$ cat src/rtl/button_event.sv
// Debounced button level to single-cycle press / release / auto-repeat event pulses.
// Auto-repeat (REPEAT state, hold/repeat counting) is built only when BUTTON_EVENT_REPEAT_EN is defined.
module button_event #(
  parameter int unsigned HOLD_CYCLES   = 25_000_000,
  parameter int unsigned REPEAT_CYCLES = 5_000_000,
  parameter int unsigned CNT_W         = 25
) (
  input  logic clk,
  input  logic rst,
  input  logic btn_level,
  input  logic enable,
  output logic press_pulse,
  output logic release_pulse,
  output logic repeat_pulse,
  output logic move_pulse,
  output logic held
);

  if (HOLD_CYCLES < 2 || REPEAT_CYCLES < 2 ||
      (HOLD_CYCLES >> CNT_W) != 0 || (REPEAT_CYCLES >> CNT_W) != 0) begin : g_param_check
    $error("button_event: HOLD_CYCLES/REPEAT_CYCLES must be >= 2 and fit in CNT_W bits");
  end

  typedef enum logic [1:0] {
    StIdle,
    StPressed,
    StRepeat
  } state_e;

  state_e state_q, state_d;
  logic   lvl_q;
  logic   press_det;
  logic   press_d, release_d, repeat_d, held_d;

`ifdef BUTTON_EVENT_REPEAT_EN
  logic [CNT_W-1:0] cnt_q, cnt_d;
`endif

  assign press_det = btn_level & ~lvl_q;

  always_comb begin
    state_d   = state_q;
    press_d   = 1'b0;
    release_d = 1'b0;
    repeat_d  = 1'b0;
`ifdef BUTTON_EVENT_REPEAT_EN
    cnt_d     = cnt_q;
`endif
    if (!enable) begin
      // Disable aborts any hold silently; no release pulse.
      state_d = StIdle;
`ifdef BUTTON_EVENT_REPEAT_EN
      cnt_d   = '0;
`endif
    end else begin
      unique case (state_q)
        StIdle: begin
          if (press_det) begin
            press_d = 1'b1;
            state_d = StPressed;
`ifdef BUTTON_EVENT_REPEAT_EN
            cnt_d   = '0;
`endif
          end
        end
        StPressed: begin
          if (!btn_level) begin
            release_d = 1'b1;
            state_d   = StIdle;
`ifdef BUTTON_EVENT_REPEAT_EN
            cnt_d     = '0;
          end else if (cnt_q == CNT_W'(HOLD_CYCLES - 1)) begin
            repeat_d = 1'b1;
            cnt_d    = '0;
            state_d  = StRepeat;
          end else begin
            cnt_d = cnt_q + 1'b1;
`endif
          end
        end
`ifdef BUTTON_EVENT_REPEAT_EN
        StRepeat: begin
          // Release wins over a repeat landing on the same edge.
          if (!btn_level) begin
            release_d = 1'b1;
            state_d   = StIdle;
            cnt_d     = '0;
          end else if (cnt_q == CNT_W'(REPEAT_CYCLES - 1)) begin
            repeat_d = 1'b1;
            cnt_d    = '0;
          end else begin
            cnt_d = cnt_q + 1'b1;
          end
        end
`endif
        default: begin
          state_d = StIdle;
        end
      endcase
    end
    held_d = (state_d != StIdle);
  end

  always_ff @(posedge clk) begin
    if (rst) begin
      state_q       <= StIdle;
      // Start high so a button held across reset needs a fresh press.
      lvl_q         <= 1'b1;
      press_pulse   <= 1'b0;
      release_pulse <= 1'b0;
      repeat_pulse  <= 1'b0;
      move_pulse    <= 1'b0;
      held          <= 1'b0;
`ifdef BUTTON_EVENT_REPEAT_EN
      cnt_q         <= '0;
`endif
    end else begin
      state_q       <= state_d;
      lvl_q         <= btn_level;
      press_pulse   <= press_d;
      release_pulse <= release_d;
      repeat_pulse  <= repeat_d;
      move_pulse    <= press_d | repeat_d;
      held          <= held_d;
`ifdef BUTTON_EVENT_REPEAT_EN
      cnt_q         <= cnt_d;
`endif
    end
  end

endmodule

$ cat config.mk
export PLATFORM = sky130hd
export DESIGN_NAME = button_event
export DESIGN_NICKNAME = d
export VERILOG_FILES = /design/src/rtl/button_event.sv
export SDC_FILE = /design/constraint.sdc
export NUM_CORES = 1
export LEC_CHECK = 0
export BUFFER_PORTS_ARGS = -buffer_cell sky130_fd_sc_hd__buf_2
export CAP_MARGIN = 20
export CORE_AREA = 3 3 40 42
export DETAILED_ROUTE_END_ITERATION = 6
export DIE_AREA = 0 0 43 45
export PLACE_DENSITY = 0.39
export SLEW_MARGIN = 5
export SYNTH_ARGS = -nofsm -noshare
export SYNTH_HDL_FRONTEND = slang
export SYNTH_SLANG_ARGS = --single-unit
export TNS_END_PERCENT = 100
$ cat constraint.sdc
create_clock -name clk -period 1.5 [get_ports clk]
set_clock_uncertainty 0.2 [all_clocks]
set_input_delay 0.3 -clock clk [delete_from_list [all_inputs] [get_ports clk]]
set_output_delay 0.3 -clock clk [all_outputs]
set_load 0.005 [all_outputs]
==> results.sh, run 1 <==
export IMPL_outcome="finished, final reports clean"
export IMPL_fmax_mhz=861
export IMPL_path_max_fanout=2
export IMPL_highest_layer="met3"
export IMPL_setup_viol=0
export IMPL_wl_met3_um=65
export IMPL_maxCapViolCount=0
export IMPL_drive_gt1_share_pct=50.0
export IMPL_syn_inst=17
export IMPL_finalCriticalPeriod_ns=1.16
export IMPL_setup_tns_ns=0
export IMPL_dieWidth_um=43
export IMPL_synth_most_common_cell="dfxtp_1"
export IMPL_crit_slowest_cell="dfxtp_1"
export IMPL_yosysTopAreaCell="dfxtp_1"
export IMPL_r2r_slack_ns=0.60
export IMPL_post_cts_resize_count=0
export IMPL_grt_overflow_total=0
export IMPL_finish_utilization_pct=21.1
export IMPL_drt_first_pass_iters=2
export IMPL_initial_core_util_pct=16.1
export IMPL_wl_met1_um=133
export IMPL_diodes=0
export IMPL_routed_via_count=140
export IMPL_portBuffers=7
export IMPL_async_flop_share_pct=0
export IMPL_fin_crit_sh_pct=77.4
export IMPL_dp_cells=38
export IMPL_track_usage_pct=4.77
export IMPL_dieArea_sq_um=1940
export IMPL_placed_cell_area_sq_um=249
export IMPL_crit_required_ns=1.00
export IMPL_stdcell_count=41
export IMPL_cellPowerDensity_nw_per_um2=1200
export IMPL_syn_area_per_cell_sq_um=12.1
export IMPL_hpwlAfterDp_um=247
export IMPL_synth_area_top_cells="dfxtp_1 (58%), nand4bb_4 (13%), buf_4 (7.3%), a21oi_1 (4.8%), nor3_2 (4.8%)"
export IMPL_path_clk_slew_ns=0.04
export IMPL_rsz0062_at_grt="false"
export IMPL_fillers=138
export IMPL_core_area_sq_um=1280
export IMPL_insertion_delay_ns=0.24
export IMPL_ys_top_cells_by_count="dfxtp_1 (6), a21oi_1 (2), buf_4 (2)"
export IMPL_syn_area_sq_um=206
export IMPL_synth_warnings=0
export IMPL_synthFlopType="dfxtp_1"
export IMPL_cpPeakStageDelay_ns=0.31
export IMPL_cts_buffer_depth=2
export IMPL_hold_class="in -> reg"
export IMPL_worst_slack_ns=0.339
export IMPL_path_buf_inv=1
export IMPL_num_rows=13
export IMPL_wl_per_cell_um=7.95
export IMPL_postCtsHoldBufs=0
export IMPL_ioPinCount=9
export IMPL_worst_setup_path_start_kind="register"
export IMPL_power_leakage_nw=0.117
export IMPL_viasPerCell=3.41
export IMPL_finalHoldViolations=0
export IMPL_cts_tree="done"
export IMPL_num_nets_final=32
export IMPL_met2_length_um=128
export IMPL_antenna_found_initial=0
export IMPL_synth_edf_count=0
export IMPL_dieHeight_um=45
export IMPL_drt_wl_total_um=326
export IMPL_yosysSeqAreaShare_pct=58.2
export IMPL_ant_nets=0
export IMPL_ys_seq_elements=6
export IMPL_critical_path_class="reg -> out"
export IMPL_drv_slew=0
export IMPL_end_kind="output pin"
export IMPL_numCtsBuffers=3
export IMPL_grt_pass1_vias=142
export IMPL_dp_slack_ns=0.438
export IMPL_critical_path_top_delay_family="flip-flops"
export IMPL_grt_max_degree=4
export IMPL_place_congestion=0.619
export IMPL_clock_sinks=6
export IMPL_synthDistinctLibCells=10
export IMPL_crit_arrival_ns=0.66
export IMPL_design_area_sq_um=272
export IMPL_crit_chain="buf_2"
export IMPL_drc_errors=0
export IMPL_yosysTopAreaCellShare_pct=58.2
export IMPL_cts_setup_buffers=0
export IMPL_ir_drop_v=0.000456
export IMPL_cts_htree_levels=1
export IMPL_root_buffer="clkbuf_4"
export IMPL_syn2layout_area_growth_pct=31.5
export IMPL_grt_pass1_wl_um=552
export IMPL_drt_iter0_markers=3
[metal layers]
| metal | GRT usage, % | vias up |
|---|---|---|
| met5 | 0 | - |
| met4 | 3.61 | 0 |
| met3 | 6.37 | 0 |
| met2 | 5.39 | 12 |
| met1 | 4.15 | 57 |
| li1 | - | 71 |
[final cells by class]
cell class	count	area, sq um	area share [%]
clock buffers	3	22.5	8.29
repair buffers	7	35.0	12.9
well taps	15	18.8	6.91
inverters	1	3.75	1.38
multi-input cells	9	71.3	26.3
flip-flops and latches	6	120	44.2
[logic make-up after synthesis]
kind of cell	count (synthesis)	synth area share, %
and+or+nand+nor	5	26.1
other	1	1.82
buffers and inverters	3	9.09
AOI/OAI and AO/OA	2	4.85
DFF	6	58.2
[power breakdown]
| part | switching [mW] | total, mW | internal (mW) |
|---|---|---|---|
| Sequential | 0.00233 | 0.166 | 0.164 |
| Clock | 0.0552 | 0.145 | 0.0903 |
| Combinational | 0.00669 | 0.0149 | 0.00817 |
[registers in the layout, indices dropped and copies added, names as in the netlist]
register / count
state_q: 2
held: 1
lvl_q: 1
move_pulse: 1
release_pulse: 1
[path summary, 6_finish.rpt]
kind / start / to / cells after the start
max: move_pulse$_SDFF_PP0_ / move_pulse / 1
min: rst / release_pulse$_SDFF_PP0_ / 2
max reg2reg: state_q[1]$_SDFF_PP0_ / held$_SDFF_PP0_ / 2
min reg2reg: state_q[1]$_SDFF_PP0_ / release_pulse$_SDFF_PP0_ / 1
[layout by cell type, fill, tap and decap left out, drive strengths merged]
master	count
buf	7
dfxtp	6
clkbuf	3
a21oi	2
conb	2
nand2	1
nor4	1
nand4bb	1
nor3	1
inv	1
or2	1
[through the flow]
stage	hold WS [ns]	power, mW
after floorplan	0.176	0.178
after global placement	0.212	0.183
after detailed placement	0.224	0.184
after CTS	0.0497	0.336
after global routing	0.0493	0.352
final	0.0591	0.327
(Power assumes the default switching activity.)
==> run 2, diff against run 1 <==
PLACE_DENSITY = 0.4   (was 0.39)
clock period = 1 ns   (was 1.5 ns; I/O delays follow)
==> run 2 against run 1 <==
The flow now finishes with violations (hold timing, setup timing); worst hold slack worse by 0.11 ns; clock-buffer cell count unchanged; sequential power is 51% higher; die area did not move; first-iteration DRC count unchanged; worst setup slack got worse by 0.40 ns; critical path depth did not move; routed wire length decreased by 3.1%; sequential share of layout area shrank 0.49 points; design area up 3.2%; clock power increased by 47%; via count rose by 6.4%.
==> results.sh, run 2 (synthesis results as in run 1) <==
export IMPL_numCtsBuffers=3
export IMPL_drc_errors=0
export IMPL_place_congestion=0.606
export IMPL_ant_nets=0
export IMPL_finalCriticalPeriod_ns=1.06
export IMPL_drv_slew=0
export IMPL_grt_pass1_vias=108
export IMPL_drt_wl_total_um=316
export IMPL_hold_class="in -> reg"
export IMPL_diodes=0
export IMPL_final_common_cell="buf_2"
export IMPL_largest_register_ff_count=2
export IMPL_dp_cells=38
export IMPL_whs_ns=-0.0500
export IMPL_drive_gt1_share_pct=61.5
export IMPL_path_max_fanout=2
export IMPL_outcome="complete, but fails checks"
export IMPL_root_buffer="clkbuf_4"
export IMPL_finalHoldViolations=2
export IMPL_dieArea_sq_um=1940
export IMPL_worst_setup_path_start_kind="register"
export IMPL_initial_core_util_pct=16.1
export IMPL_cts_setup_buffers=0
export IMPL_violations="hold timing, setup timing"
export IMPL_track_usage_pct=4.35
export IMPL_crit_chain="buf_2"
export IMPL_antenna_found_initial=0
export IMPL_cts_tree="done"
export IMPL_worst_slack_ns=-0.0585
export IMPL_dieHeight_um=45
export IMPL_setup_viol=4
export IMPL_crit_required_ns=0.60
export IMPL_clock_sinks=6
export IMPL_regMostFlops="state_q"
export IMPL_viasPerCell=3.63
export IMPL_end_kind="output pin"
export IMPL_cts_htree_levels=1
export IMPL_grt_pass1_wl_um=496
export IMPL_rsz0062_at_grt="true"
export IMPL_fin_crit_sh_pct=106
export IMPL_core_area_sq_um=1280
export IMPL_cellPowerDensity_nw_per_um2=1730
export IMPL_setup_tns_ns=-0.206
export IMPL_grt_overflow_total=0
export IMPL_path_clk_slew_ns=0.04
export IMPL_drt_iter0_markers=3
export IMPL_grt_max_degree=4
export IMPL_ioPinCount=9
export IMPL_syn2layout_area_growth_pct=35.8
export IMPL_dieWidth_um=43
export IMPL_crit_slowest_cell="dfxtp_2"
export IMPL_hpwlAfterDp_um=254
export IMPL_stdcell_count=41
export IMPL_path_buf_inv=1
export IMPL_dp_slack_ns=0.0442
export IMPL_num_nets_final=32
export IMPL_crit_arrival_ns=0.66
export IMPL_ir_drop_v=0.000704
export IMPL_maxCapViolCount=0
export IMPL_power_uw=486
export IMPL_critical_path_class="reg -> out"
export IMPL_num_rows=13
export IMPL_critical_path_top_delay_family="flip-flops"
export IMPL_insertion_delay_ns=0.24
export IMPL_layout_common_cells="buf_2 (7), dfxtp_1 (4), clkbuf_4 (3)"
export IMPL_cpPeakStageDelay_ns=0.31
export IMPL_wl_per_cell_um=7.71
export IMPL_drt_first_pass_iters=2
export IMPL_portBuffers=7
export IMPL_cts_buffer_depth=2
export IMPL_routed_via_count=149
export IMPL_power_leakage_nw=0.118
export IMPL_fmax_mhz=945
## run 2: repair_timing
action,in CTS,in global routing
setup endpoints to repair,4,5
gates resized for setup,1,2
endpoints found under the hold margin,2,2
## run 2: where the power goes
group | switching [mW] | total [mW] | internal, mW | leakage [nW]
clock network | 0.0782 | 0.213 | 0.135 | 0.0138
registers | 0.00399 | 0.250 | 0.246 | 0.0501
logic | 0.0106 | 0.0230 | 0.0124 | 0.0539
total | 0.0927 | 0.486 | 0.393 | 0.118
## run 2: layer usage
metal	part of all wire, %	vias to the layer above	global-route usage (%)
li1	-	70	-
met1	41	68	3.90
met2	36	11	4.49
met3	23	0	7.17
met4	0	0	1.81
met5	0	-	0
## run 2: worst paths after layout
kind / slack, ns / cells past startpoint / endpoint / start
worst max-delay path: -0.06 / 1 / move_pulse / move_pulse$_SDFF_PP0_
worst min-delay path: -0.05 / 2 / release_pulse$_SDFF_PP0_ / rst
worst max register to register: 0.08 / 2 / held$_SDFF_PP0_ / state_q[1]$_SDFF_PP0_
worst min register to register: 0.24 / 1 / release_pulse$_SDFF_PP0_ / state_q[1]$_SDFF_PP0_
## run 2: through the flow
step	area [sq um]	utilization (%)
after floorplan	210	-
after global placement	249	19.4
after detailed placement	249	19.4
after CTS	273	21.2
after global routing	280	21.8
final	280	21.8
## run 2: worst reg2reg max path: cells and delay by family, from the launching register on
| kind | cells | cell delay (ns) |
|---|---|---|
| and+or+nand+nor | 1 | 0.20 |
| DFF | 1 | 0.31 |
| AOI/OAI and AO/OA | 1 | 0.13 |
## run 2: cell type report
| type | instances | area, sq um |
|---|---|---|
| Multi-Input combinational cell | 9 | 77.6 |
| Inverter | 1 | 3.75 |
| Fill cell | 139 | 1000 |
| Timing Repair Buffer | 7 | 35.0 |
| Tap cell | 15 | 18.8 |
| Clock buffer | 3 | 22.5 |
| Sequential cell | 6 | 123 |
